[config.mk]
export PLATFORM = sky130hd
export DESIGN_NAME = uart_rx
export DESIGN_NICKNAME = d
export VERILOG_FILES = /design/src/rtl/uart_pkg.sv /design/src/rtl/sync_2ff.sv /design/src/rtl/uart_rx.sv
export SDC_FILE = /design/constraint.sdc
export NUM_CORES = 1
export LEC_CHECK = 0
export ABC_AREA = 1
export BUFFER_PORTS_ARGS = -buffer_cell sky130_fd_sc_hd__buf_4
export CORE_ASPECT_RATIO = 0.75
export CORE_MARGIN = 2
export CORE_UTILIZATION = 59
export CTS_CLUSTER_SIZE = 40
export DETAILED_ROUTE_END_ITERATION = 10
export GPL_ROUTABILITY_DRIVEN = 0
export PLACE_DENSITY = 0.78
export SYNTH_ARGS = -nofsm -noshare
export SYNTH_HDL_FRONTEND = slang
export SYNTH_SLANG_ARGS = --single-unit
[constraint.sdc]
create_clock -name i_clk -period 2 [get_ports i_clk]
set_input_delay 0 -clock i_clk [delete_from_list [all_inputs] [get_ports i_clk]]
set_output_delay 0 -clock i_clk [all_outputs]
set_load 0.1 [all_outputs]
[src/rtl/uart_pkg.sv]
// Shared definitions for the UART receiver and transmitter: the 2-bit FSM
// encoding, the default bit period and the frame data width.
package uart_pkg;

  typedef enum logic [1:0] {
    IDLE  = 2'd0,
    START = 2'd1,
    DATA  = 2'd2,
    STOP  = 2'd3
  } uart_state_e;

  localparam int unsigned DEFAULT_CLKS_PER_BIT = 32'd1000;
  localparam int unsigned DATA_BITS            = 32'd8;

  // Start-bit midpoint offset; integer divide so odd and even periods both land mid-bit.
  function automatic logic [15:0] half_period(input int unsigned clks_per_bit);
    return 16'((clks_per_bit - 32'd1) / 32'd2);
  endfunction

endpackage

[src/rtl/sync_2ff.sv]
// Two-flop metastability synchronizer for asynchronous inputs; the reset value
// is chosen by the user so the output starts at the input's idle level.
module sync_2ff #(
  parameter int                 WIDTH   = 1,
  parameter logic [WIDTH-1:0]   RST_VAL = {WIDTH{1'b0}}
) (
  input  logic             i_clk,
  input  logic             i_rst_n,
  input  logic [WIDTH-1:0] i_d,
  output logic [WIDTH-1:0] o_q
);

  logic [WIDTH-1:0] r_meta;
  logic [WIDTH-1:0] r_sync;

  // Two-stage capture of the asynchronous input.
  always_ff @(posedge i_clk or negedge i_rst_n) begin
    if (!i_rst_n) begin
      r_meta <= RST_VAL;
      r_sync <= RST_VAL;
    end else begin
      r_meta <= i_d;
      r_sync <= r_meta;
    end
  end

  assign o_q = r_sync;

endmodule

[src/rtl/uart_rx.sv]
// 8N1 UART receiver, LSB first: synchronizes the pin, samples each bit at its
// midpoint and hands completed bytes to a one-entry holding register.
module uart_rx
  import uart_pkg::*;
#(
  parameter int unsigned CLKS_PER_BIT = DEFAULT_CLKS_PER_BIT,
  parameter bit          INVERT       = 1'b0
) (
  input  logic       i_clk,
  input  logic       i_rst_n,
  input  logic       i_rx,
  input  logic       i_re,
  output logic [7:0] o_dout,
  output logic       o_valid,
  output logic       o_overrun,
  output logic       o_ferr,
  output logic       o_busy
);

  localparam logic [15:0] HALF  = half_period(CLKS_PER_BIT);
  localparam logic [15:0] LAST  = 16'(CLKS_PER_BIT - 32'd1);
  localparam int          IDX_W = $clog2(DATA_BITS);
  localparam logic [IDX_W-1:0] LAST_IDX = IDX_W'(DATA_BITS - 32'd1);

  logic                 w_rx_pin;
  logic                 w_s;

  uart_state_e          r_state;
  uart_state_e          w_state_nxt;
  logic [15:0]          r_count;
  logic [15:0]          w_count_nxt;
  logic [IDX_W-1:0]     r_index;
  logic [IDX_W-1:0]     w_index_nxt;
  logic [DATA_BITS-1:0] r_shift;
  logic [DATA_BITS-1:0] w_shift_nxt;
  logic                 w_stop_ok;
  logic                 w_stop_bad;

  logic                 r_done;
  logic                 r_ferr;
  logic                 r_busy;
  logic                 r_valid;
  logic                 r_overrun;
  logic [7:0]           r_dout;

  assign w_rx_pin = i_rx ^ INVERT;

  // Post-inversion idle level is 1, so the synchronizer resets high.
  sync_2ff #(
    .WIDTH   (1),
    .RST_VAL (1'b1)
  ) u_sync (
    .i_clk   (i_clk),
    .i_rst_n (i_rst_n),
    .i_d     (w_rx_pin),
    .o_q     (w_s)
  );

  // Frame FSM state, bit timer, bit index and shift register.
  always_ff @(posedge i_clk or negedge i_rst_n) begin
    if (!i_rst_n) begin
      r_state <= IDLE;
      r_count <= 16'd0;
      r_index <= {IDX_W{1'b0}};
      r_shift <= {DATA_BITS{1'b0}};
    end else begin
      r_state <= w_state_nxt;
      r_count <= w_count_nxt;
      r_index <= w_index_nxt;
      r_shift <= w_shift_nxt;
    end
  end

  // Next-state logic; the timer clears on every state change.
  always_comb begin
    w_state_nxt = r_state;
    w_count_nxt = r_count;
    w_index_nxt = r_index;
    w_shift_nxt = r_shift;
    w_stop_ok   = 1'b0;
    w_stop_bad  = 1'b0;
    case (r_state)
      IDLE: begin
        w_count_nxt = 16'd0;
        w_index_nxt = {IDX_W{1'b0}};
        if (!w_s) begin
          w_state_nxt = START;
        end else begin
          w_state_nxt = IDLE;
        end
      end
      START: begin
        if (r_count == HALF) begin
          w_count_nxt = 16'd0;
          if (w_s) begin
            w_state_nxt = IDLE;
          end else begin
            w_state_nxt = DATA;
          end
        end else begin
          w_count_nxt = r_count + 16'd1;
        end
      end
      DATA: begin
        if (r_count == LAST) begin
          w_count_nxt = 16'd0;
          w_shift_nxt = {w_s, r_shift[DATA_BITS-1:1]};
          w_index_nxt = r_index + {{(IDX_W-1){1'b0}}, 1'b1};
          if (r_index == LAST_IDX) begin
            w_state_nxt = STOP;
          end else begin
            w_state_nxt = DATA;
          end
        end else begin
          w_count_nxt = r_count + 16'd1;
        end
      end
      STOP: begin
        // Leave at the stop-bit midpoint so a back-to-back start edge is not missed.
        if (r_count == LAST) begin
          w_count_nxt = 16'd0;
          w_state_nxt = IDLE;
          if (w_s) begin
            w_stop_ok = 1'b1;
          end else begin
            w_stop_bad = 1'b1;
          end
        end else begin
          w_count_nxt = r_count + 16'd1;
        end
      end
      default: begin
        w_state_nxt = IDLE;
        w_count_nxt = 16'd0;
        w_index_nxt = {IDX_W{1'b0}};
      end
    endcase
  end

  // Status flags registered from the FSM decisions.
  always_ff @(posedge i_clk or negedge i_rst_n) begin
    if (!i_rst_n) begin
      r_done <= 1'b0;
      r_ferr <= 1'b0;
      r_busy <= 1'b0;
    end else begin
      r_done <= w_stop_ok;
      r_ferr <= w_stop_bad;
      r_busy <= (w_state_nxt != IDLE);
    end
  end

  // Holding register: a completed byte wins over a plain read in the same cycle.
  always_ff @(posedge i_clk or negedge i_rst_n) begin
    if (!i_rst_n) begin
      r_valid   <= 1'b0;
      r_overrun <= 1'b0;
      r_dout    <= 8'd0;
    end else if (r_done) begin
      if (!r_valid || i_re) begin
        r_dout  <= r_shift;
        r_valid <= 1'b1;
      end else begin
        r_overrun <= 1'b1;
      end
    end else if (i_re && r_valid) begin
      r_valid   <= 1'b0;
      r_overrun <= 1'b0;
    end else begin
      r_valid   <= r_valid;
      r_overrun <= r_overrun;
    end
  end

  assign o_dout    = r_dout;
  assign o_valid   = r_valid;
  assign o_overrun = r_overrun;
  assign o_ferr    = r_ferr;
  assign o_busy    = r_busy;

endmodule

==> summary by stage, run 1 <==
Worst setup path
The worst-path maximum fanout is 22. The capture point of the worst reg-to-reg path is r_index[0]. The critical path in this run is classified as reg2reg.

Counting cells, the worst reg-to-reg path comes to 8. The setup slack of the most critical reg-to-reg path is 0.22 ns. STA classifies the critical path endpoint as a flop.

The startpoint identified for the worst register-to-register timing path is r_count[0]. STA puts the critical path data arrival time at between 1.5 and 2 ns. The endpoint required time on the critical path is 2.18 ns. The startpoint kind of the worst setup timing path is a flop.

Hold path
The min-delay analysis places its worst path in the category in2async.

Clock network
The longest clock path from root to sink contains 2 buffers. After clock tree synthesis, the clock-pin slew on the worst setup and hold paths is around 0.080 ns. The clock buffer count from CTS is 5. In this run the number of H-tree levels came out at 2.

The tree is rooted in a sky130_fd_sc_hd__clkbuf_8. The tree built by TritonCTS fans out to 44 sinks. At the later pin of the worst-skew pair, clock insertion delay measures 0.30 ns. The clock tree from TritonCTS is built.

Final layout
The final net count is 282. The number of fillers in the final layout is about 270. The post-layout utilization of the core is between 70% and 80%. The area growth from synthesis to layout is 12.9%. The antenna diode count is 0. The finished layout holds 316 standard cells, fillers aside. The post-route netlist has between 10% and 20% of its cells at a drive strength greater than 1.

Placed design
Detailed placement finished with a half-perimeter wire length of approximately 2.8 mm. In this run the tool buffered the top-level ports with 15 buffer cells. The placed instance count is approximately 310.

STA
Timing would allow up to 563 MHz. The number of setup violations in the final report is 0. Clock skew on the completed layout was measured at between 0.002 and 0.0025 ns. Setup repair after global routing left no endpoint under its margin. The final number of hold-violating endpoints is 0. The worst-margin pin slew is 0.542 ns. In the final timing run, aggregate negative setup slack is 0 ns. The final max-slew violation count is 0.

Dividing the final minimum period by the clock period gives 88.8%. The routed design could run at a clock period as short as around 1.8 ns. The relative slew slack is 63.9%.

Flow run
Max-cap violations in this run came to 0.

Yosys
For this run, the number of Yosys warnings is 0. Each instance of the synthesized netlist takes up on average 8.38 µm². Synthesis produced a netlist whose cell count is approximately 250.

The cell type with the largest total area after synthesis is sky130_fd_sc_hd__dfrtp_1. The flip-flop and latch count after synthesis is between 40 and 50. After synthesis, the cell types taking the most area are sky130_fd_sc_hd__dfrtp_1 (49%), sky130_fd_sc_hd__nand2_1 (10%), sky130_fd_sc_hd__inv_1 (5.6%).

The summed instance area of the synthesized netlist is between 2000 and 2500 µm². The number of distinct standard cells referenced by the synthesized netlist is 27. The top cell type's share of synthesized area is 49.4%. The number of nets handed over by synthesis was about 260. The register area share after synthesis is about half.

Detailed routing
The post-route antenna net violation count is 0. The detail-routed via count per cell is ~5.2. The number of search-and-repair iterations in the first detailed-routing pass is 4. The number of vias after detailed routing is ~1.6k. After detailed routing, the total wire length is approximately 4.0 mm. The detailed router finished its first iteration with between 100 and 150 violations. The remaining routing DRC violations is 0. The average routed wire per standard cell is around 13 µm.

Power
The maximum vdd ir drop is ~0.56 mV. The static power due to leakage is between 1 and 1.5 nW. The power density over cell area is around 660 nW/µm².

GRT
The via count of the first global-routing pass is roughly 1.5k. The number of antenna violations at the first check in global routing was 0. The remaining global-route overflow is 0. The global-route wire length before repair is just over 7 mm.

The largest net degree at the start of global routing is 45. The total global routing track utilization is between 20% and 30%.

Floorplan
The core footprint is between 3000 and 4000 µm². The number of top-level pins is 16. Measured along the y axis, the die boundary spans 56.0 µm.

The floorplan die area is around 4100 µm². The floorplan has 18 rows. Measured along the x axis, the die boundary spans about 73 µm. For this configuration, the core starts out at a cell density of between 60% and 70%.

Outcome
The flow ran to the end, and the final reports show no timing, DRC or antenna violations.
[registers in the layout, indices dropped and copies added (netlist names)]
name	flops
r_count	16
o_dout	8
r_shift	8
r_index	3
r_state	2
o_busy	1
o_ferr	1
o_overrun	1
o_valid	1
r_done	1
u_sync.o_q	1
u_sync.r_meta	1
[stage by stage]
| stage | hold WS, ns | area (µm²) | worst slack [ns] | power [mW] |
|---|---|---|---|---|
| floorplan | -0.296 | 2130 | 0.154 | 0.912 |
| global placement | 0.0201 | 2260 | 0.327 | 0.934 |
| detailed placement | 0.0246 | 2260 | 0.285 | 0.935 |
| CTS | 0.235 | 2400 | 0.217 | 1.61 |
| global route | 0.282 | 2400 | 0.0271 | 1.66 |
| finish | 0.222 | 2400 | 0.224 | 1.60 |
[final cells by class]
class	count	area, µm²	share of cell area, %
clock inverters	3	42.5	1.77
flip-flops and latches	44	1100	45.9
well taps	40	50.0	2.08
repair buffers	18	143	5.93
clock buffers	5	68.8	2.86
inverters	36	135	5.62
multi-input cells	170	861	35.8
[worst max path at each step]
stage | startpoint | end | slack [ns] | cells past startpoint
after global routing | r_count[0] | r_index[0] | 0.03 | 8
final | r_count[0] | r_index[0] | 0.22 | 8
after detailed placement | r_count[0] | o_busy | 0.29 | 9
after CTS | r_count[0] | r_index[0] | 0.22 | 8
after floorplan | o_valid | o_dout[4] | 0.15 | 7
after global placement | r_count[0] | o_busy | 0.33 | 9
[synth_stat cells]
cell type                  instances
sky130_fd_sc_hd__nand2_1          59
sky130_fd_sc_hd__dfrtp_1          42
sky130_fd_sc_hd__inv_1            32
sky130_fd_sc_hd__nor2_1           29
sky130_fd_sc_hd__nand3_1          11
sky130_fd_sc_hd__o21ai_1          11
sky130_fd_sc_hd__nor3_1           10
sky130_fd_sc_hd__o21ai_0          10
sky130_fd_sc_hd__nor2_2            9
sky130_fd_sc_hd__nand2_2           6
sky130_fd_sc_hd__a21oi_1           4
sky130_fd_sc_hd__nand4_1           4
sky130_fd_sc_hd__ha_1              3
sky130_fd_sc_hd__inv_2             3
sky130_fd_sc_hd__nand2_4           3
sky130_fd_sc_hd__nor2_4            3
sky130_fd_sc_hd__nor3_2            3
sky130_fd_sc_hd__buf_2             2
sky130_fd_sc_hd__dfstp_2           2
sky130_fd_sc_hd__buf_8             1
sky130_fd_sc_hd__clkbuf_1          1
sky130_fd_sc_hd__clkinv_1          1
sky130_fd_sc_hd__mux2_2            1
sky130_fd_sc_hd__nand3_2           1
sky130_fd_sc_hd__o211ai_1          1
sky130_fd_sc_hd__xnor2_1           1
sky130_fd_sc_hd__xor2_1            1
[power by group]
group	switching [mW]	leakage, nW	internal (mW)
Sequential	0.00113	0.588	0.892
Clock	0.307	0.0541	0.369
Combinational	0.0189	0.539	0.00792
[routing by layer]
layer / routed length, µm / GRT usage (%) / up-vias
met3: 224 / 5.25 / 8
met1: 2100 / 36.1 / 755
met2: 1620 / 29.3 / 50
met5: 0 / 0 / -
met4: 59 / 7.79 / 0
li1: - / - / 835
[logic make-up (layout without fill, tap and decap cells)]
kind of cell | after synthesis | after routing | synth area share, %
AND/OR/NAND/NOR | 138 | 138 | 31.1
flip-flops | 44 | 44 | 51.9
buffers and inverters | 40 | 62 | 7.70
AO/OA/AOI/OAI | 26 | 26 | 6.23
adder cells (fa/ha/maj) | 3 | 3 | 1.76
XOR/XNOR | 2 | 2 | 0.823
multiplexers | 1 | 1 | 0.529
[placed cells by master (no fill, tap or decap), types with 5 or more instances in the layout]
master / instances
sky130_fd_sc_hd__buf_4: 15
sky130_fd_sc_hd__dfrtp_1: 42
sky130_fd_sc_hd__nor2_2: 9
sky130_fd_sc_hd__nand2_1: 59
sky130_fd_sc_hd__clkbuf_8: 5
sky130_fd_sc_hd__nor2_1: 29
sky130_fd_sc_hd__o21ai_0: 10
sky130_fd_sc_hd__o21ai_1: 11
sky130_fd_sc_hd__inv_1: 32
sky130_fd_sc_hd__nand2_2: 6
sky130_fd_sc_hd__nor3_1: 10
sky130_fd_sc_hd__nand3_1: 11
[what timing repair did]
item / CTS / global route
hold buffers: 3 / 0
buffers inserted: 0 / 0
endpoints found under the hold margin: 45 / 0
resized for setup: 0 / 0
[worst max-delay path: stages, from the launching register on]
cell and delay (ns):
sky130_fd_sc_hd__dfrtp_1 0.42, sky130_fd_sc_hd__ha_1 0.23, sky130_fd_sc_hd__nand2_2 0.10, sky130_fd_sc_hd__clkinv_1 0.08
sky130_fd_sc_hd__nand2_2 0.06, sky130_fd_sc_hd__nor2_4 0.13, sky130_fd_sc_hd__nand3_2 0.35, sky130_fd_sc_hd__nand3_1 0.20
sky130_fd_sc_hd__o21ai_1 0.09
Note: power is estimated with default switching activity, not from simulation.
==> run 2, diff against run 1 <==
--- a/config.mk
+++ b/config.mk
@@ -9,11 +9,12 @@
 export BUFFER_PORTS_ARGS = -buffer_cell sky130_fd_sc_hd__buf_4
 export CORE_ASPECT_RATIO = 0.75
 export CORE_MARGIN = 2
-export CORE_UTILIZATION = 59
+export CORE_UTILIZATION = 62
+export CTS_BUF_LIST = sky130_fd_sc_hd__clkbuf_4
 export CTS_CLUSTER_SIZE = 40
 export DETAILED_ROUTE_END_ITERATION = 10
 export GPL_ROUTABILITY_DRIVEN = 0
-export PLACE_DENSITY = 0.78
+export PLACE_DENSITY = 0.82
 export SYNTH_ARGS = -nofsm -noshare
 export SYNTH_HDL_FRONTEND = slang
 export SYNTH_SLANG_ARGS = --single-unit
==> run 2 against run 1 <==
Register-to-register slack improved by 0.09 ns. Non-clock buffer count unchanged. Core utilization increased by 1.2 points. Highest routed layer unchanged.
==> summary by stage, run 2 (synthesis results as in run 1) <==
Worst setup path
The startpoint of the worst register-to-register path is r_count[0]. The worst-case reg-to-reg path depth is 10 (+2). The endpoint required time on the critical path is 2.24 ns (+0.06 ns). The capture point of the worst reg-to-reg path is r_count[2]. The worst-path maximum fanout is 11 (-50%).

The setup slack of the most critical reg-to-reg path is 0.31 ns (+0.09 ns). The sum of buffers and inverters on the critical path was 2 (+1). The arrival time at the worst endpoint is 1.93 ns (-0.02 ns). The critical path capture point type is a flop. In this run the worst setup path begins at r_count[0].

The largest delay contributor family on the critical path is simple AND/OR/NAND/NOR gates. The startpoint kind of the worst setup timing path is a flop. The biggest cell delay along the critical path is 0.42 ns (about the same). By startpoint and endpoint, the worst setup path is classified as reg2reg.

The slowest stage of the critical path belongs to the cell sky130_fd_sc_hd__dfrtp_1. The dominant cell type by count on the critical path is sky130_fd_sc_hd__nand2_4. Traced cell by cell, the critical path runs through ha_1 > nand2_2 > clkinv_1 > nand2_2 > nor2_4 > nand2_4 > nand2_4 > nand2_4 > inv_2 > nor3_1.

Power
The total power after layout is 1.47 mW (-8.1%). The clock share of power is 37.3% (-5.1 points). The switching share of power is 20.9% (+0.38 points). The sequential cell fraction of total power came to 60.9% (+4.9 points). The static power due to leakage was 1.17 nW (-1.1%). The proportion of power drawn by combinational gates is 1.8% (about the same). The net switching power is 0.306 mW (-6.4%). The maximum vdd ir drop came to 0.633 mV (+12%).

The power density over cell area was 617 nW/µm² (-7.2%). The cell-internal power was 1.16 mW (-8.5%).

Placed design
The worst setup slack before clock tree synthesis is 0.266 ns (-0.0195 ns). The detailed placement HPWL came to 2.76 mm (-2.6%). The placed instance count is 305 (unchanged). The instance area at placement is 2260 µm² (unchanged).

The number of port buffers came to 15 (unchanged).

Final layout
The final cell count without fillers is 316 (unchanged). The final net count was 282 (unchanged). The library cell used most frequently in the layout, excluding fill and tap cells, is sky130_fd_sc_hd__nand2_1.

The layout overhead on the synthesized area is 11.8%. The antenna diode count is 0 (unchanged). The register with the most flip-flops in the final layout is r_count. The post-layout utilization of the core came to 72.4% (+1.2 points).

The post-route cell area is 2380 µm² (-0.99%). The fraction of final layout cells sized beyond drive strength 1 came to 19.6% (unchanged). The number of flip-flops in the largest register is 16 (unchanged). The number of fillers in the final layout is 243 (-9.7%).

The library cells used most frequently in the layout, excluding fill and tap cells, are sky130_fd_sc_hd__nand2_1 (59), sky130_fd_sc_hd__dfrtp_1 (42), sky130_fd_sc_hd__inv_1 (32).

STA
The sum of negative setup slack was 0 ns (unchanged). The final number of hold-violating endpoints was 0 (unchanged). Setup repair after global routing left no endpoint under its margin.

The relative slew slack came to 64.7% (+0.80 points). The post-route worst setup slack is 0.310 ns (+0.0855 ns). The final max-slew violation count is 0 (unchanged). The number of setup violations in the final report is 0 (unchanged). The worst-margin pin slew was 0.530 ns (-0.0121 ns). The post-route clock period utilization is 84.5% (-4.3 points).

The clock period minus final worst setup slack came to 1.69 ns (-0.0855 ns). The maximum clock rate is 592 MHz (+5.1%). The worst hold slack is 0.148 ns (-0.0737 ns). The worst setup skew after layout came to 0.0110 ns (+0.00853 ns).

GRT
The largest net degree at the start of global routing is 45 (unchanged). The global-route wire length before repair is 6.03 mm (-15%). The remaining global-route overflow was 0 (unchanged). The number of antenna violations at the first check in global routing is 0 (unchanged). The total global routing track utilization came to 20.7% (-1.9 points).

The via count of the first global-routing pass is 1354 (-11%).

Detailed routing
The starting DRC count in detailed routing is 159 (+10%). The post-route antenna net violation count is 0 (unchanged). The detail-routed via count per cell is 5.17 (-0.79%).

The number of search-and-repair iterations in the first detailed-routing pass is 5 (+1). The number of vias after detailed routing is 1635 (-0.79%). The remaining routing DRC violations is 0 (unchanged). The wire length after detailed routing is 3.81 mm (-4.6%). The average routed wire per standard cell is 12.1 µm (-4.6%).

Clock network
The later-pin clock latency in the skew report was 0.36 ns (+0.06 ns). The clock transition time at the flip-flop clock pins of the worst setup and hold paths came to 0.13 ns (+0.05 ns). The maximum level of the CTS H-tree was 2 (unchanged). The clock sink total was 44 (unchanged).

The number of buffers inserted by post-CTS setup repair is 0 (unchanged). The clock buffer count from CTS was 5 (unchanged). The buffer levels on the longest clock path is 2 (unchanged). TritonCTS built the clock tree. The CTS root buffer is sky130_fd_sc_hd__clkbuf_4.

Floorplan
The width of the die was 71.7 µm (-2.3%). The core footprint was 3290 µm² (-2.7%). The initial standard-cell utilization of the core is 64.7% (+1.7 points). The floorplan die area is 3920 µm² (-4.5%).

The number of placement rows was 18 (unchanged). The number of top-level pins is 16 (unchanged). The overall die height is 54.7 µm (-2.3%).

Hold path
The tightest min-delay check is of the in2async type.

Outcome
The flow ran to the end, and the final reports show no timing, DRC or antenna violations.

Flow run
The number of violations of the max-capacitance limit came to 0 (unchanged).
run 2: changes by cell type in the layout (fill, tap and decap cells not counted):
cell                       delta
sky130_fd_sc_hd__clkbuf_8     -5
sky130_fd_sc_hd__clkbuf_4     +5
sky130_fd_sc_hd__nand3_4      +1
sky130_fd_sc_hd__nand3_2      -1
run 2: final cells by class:
cell class              instances  area [µm²]  share of cell area (%)
flip-flops and latches         44        1100                    46.4
multi-input cells             170         868                    36.5
repair buffers                 18         143                    5.99
inverters                      36         135                    5.68
well taps                      40        50.0                    2.10
clock inverters                 3        42.5                    1.79
clock buffers                   5        37.5                    1.58
run 2: power groups by stage:
stage               sequential [mW]  clock (mW)  combinational (mW)
finish                        0.894       0.547              0.0266
global route                  0.895       0.605              0.0312
CTS                           0.894       0.566              0.0283
detailed placement            0.911           0              0.0238
global placement              0.911           0              0.0232
floorplan                     0.911           0             0.00141
run 2: timing repair:
item,4_1_cts,5_1_grt
setup endpoints to repair,0,1
hold endpoints to repair,47,0
gates resized for setup,0,1
hold buffers,3,0
run 2: routing by layer:
metal	vias up	global-route usage, %	wire (µm)
li1	839	-	-
met1	742	30.8	1960
met2	48	28.2	1570
met3	6	5.89	245
met4	0	8.18	40
met5	-	0	0
run 2: worst max path at each step:
stage,slack [ns],endpoint,cells past startpoint
finish,0.31,r_count[2],10
global placement,0.33,o_busy,9
detailed placement,0.27,o_busy,9
floorplan,0.15,o_dout[4],7
global route,0.17,o_busy,9
CTS,0.24,o_busy,9
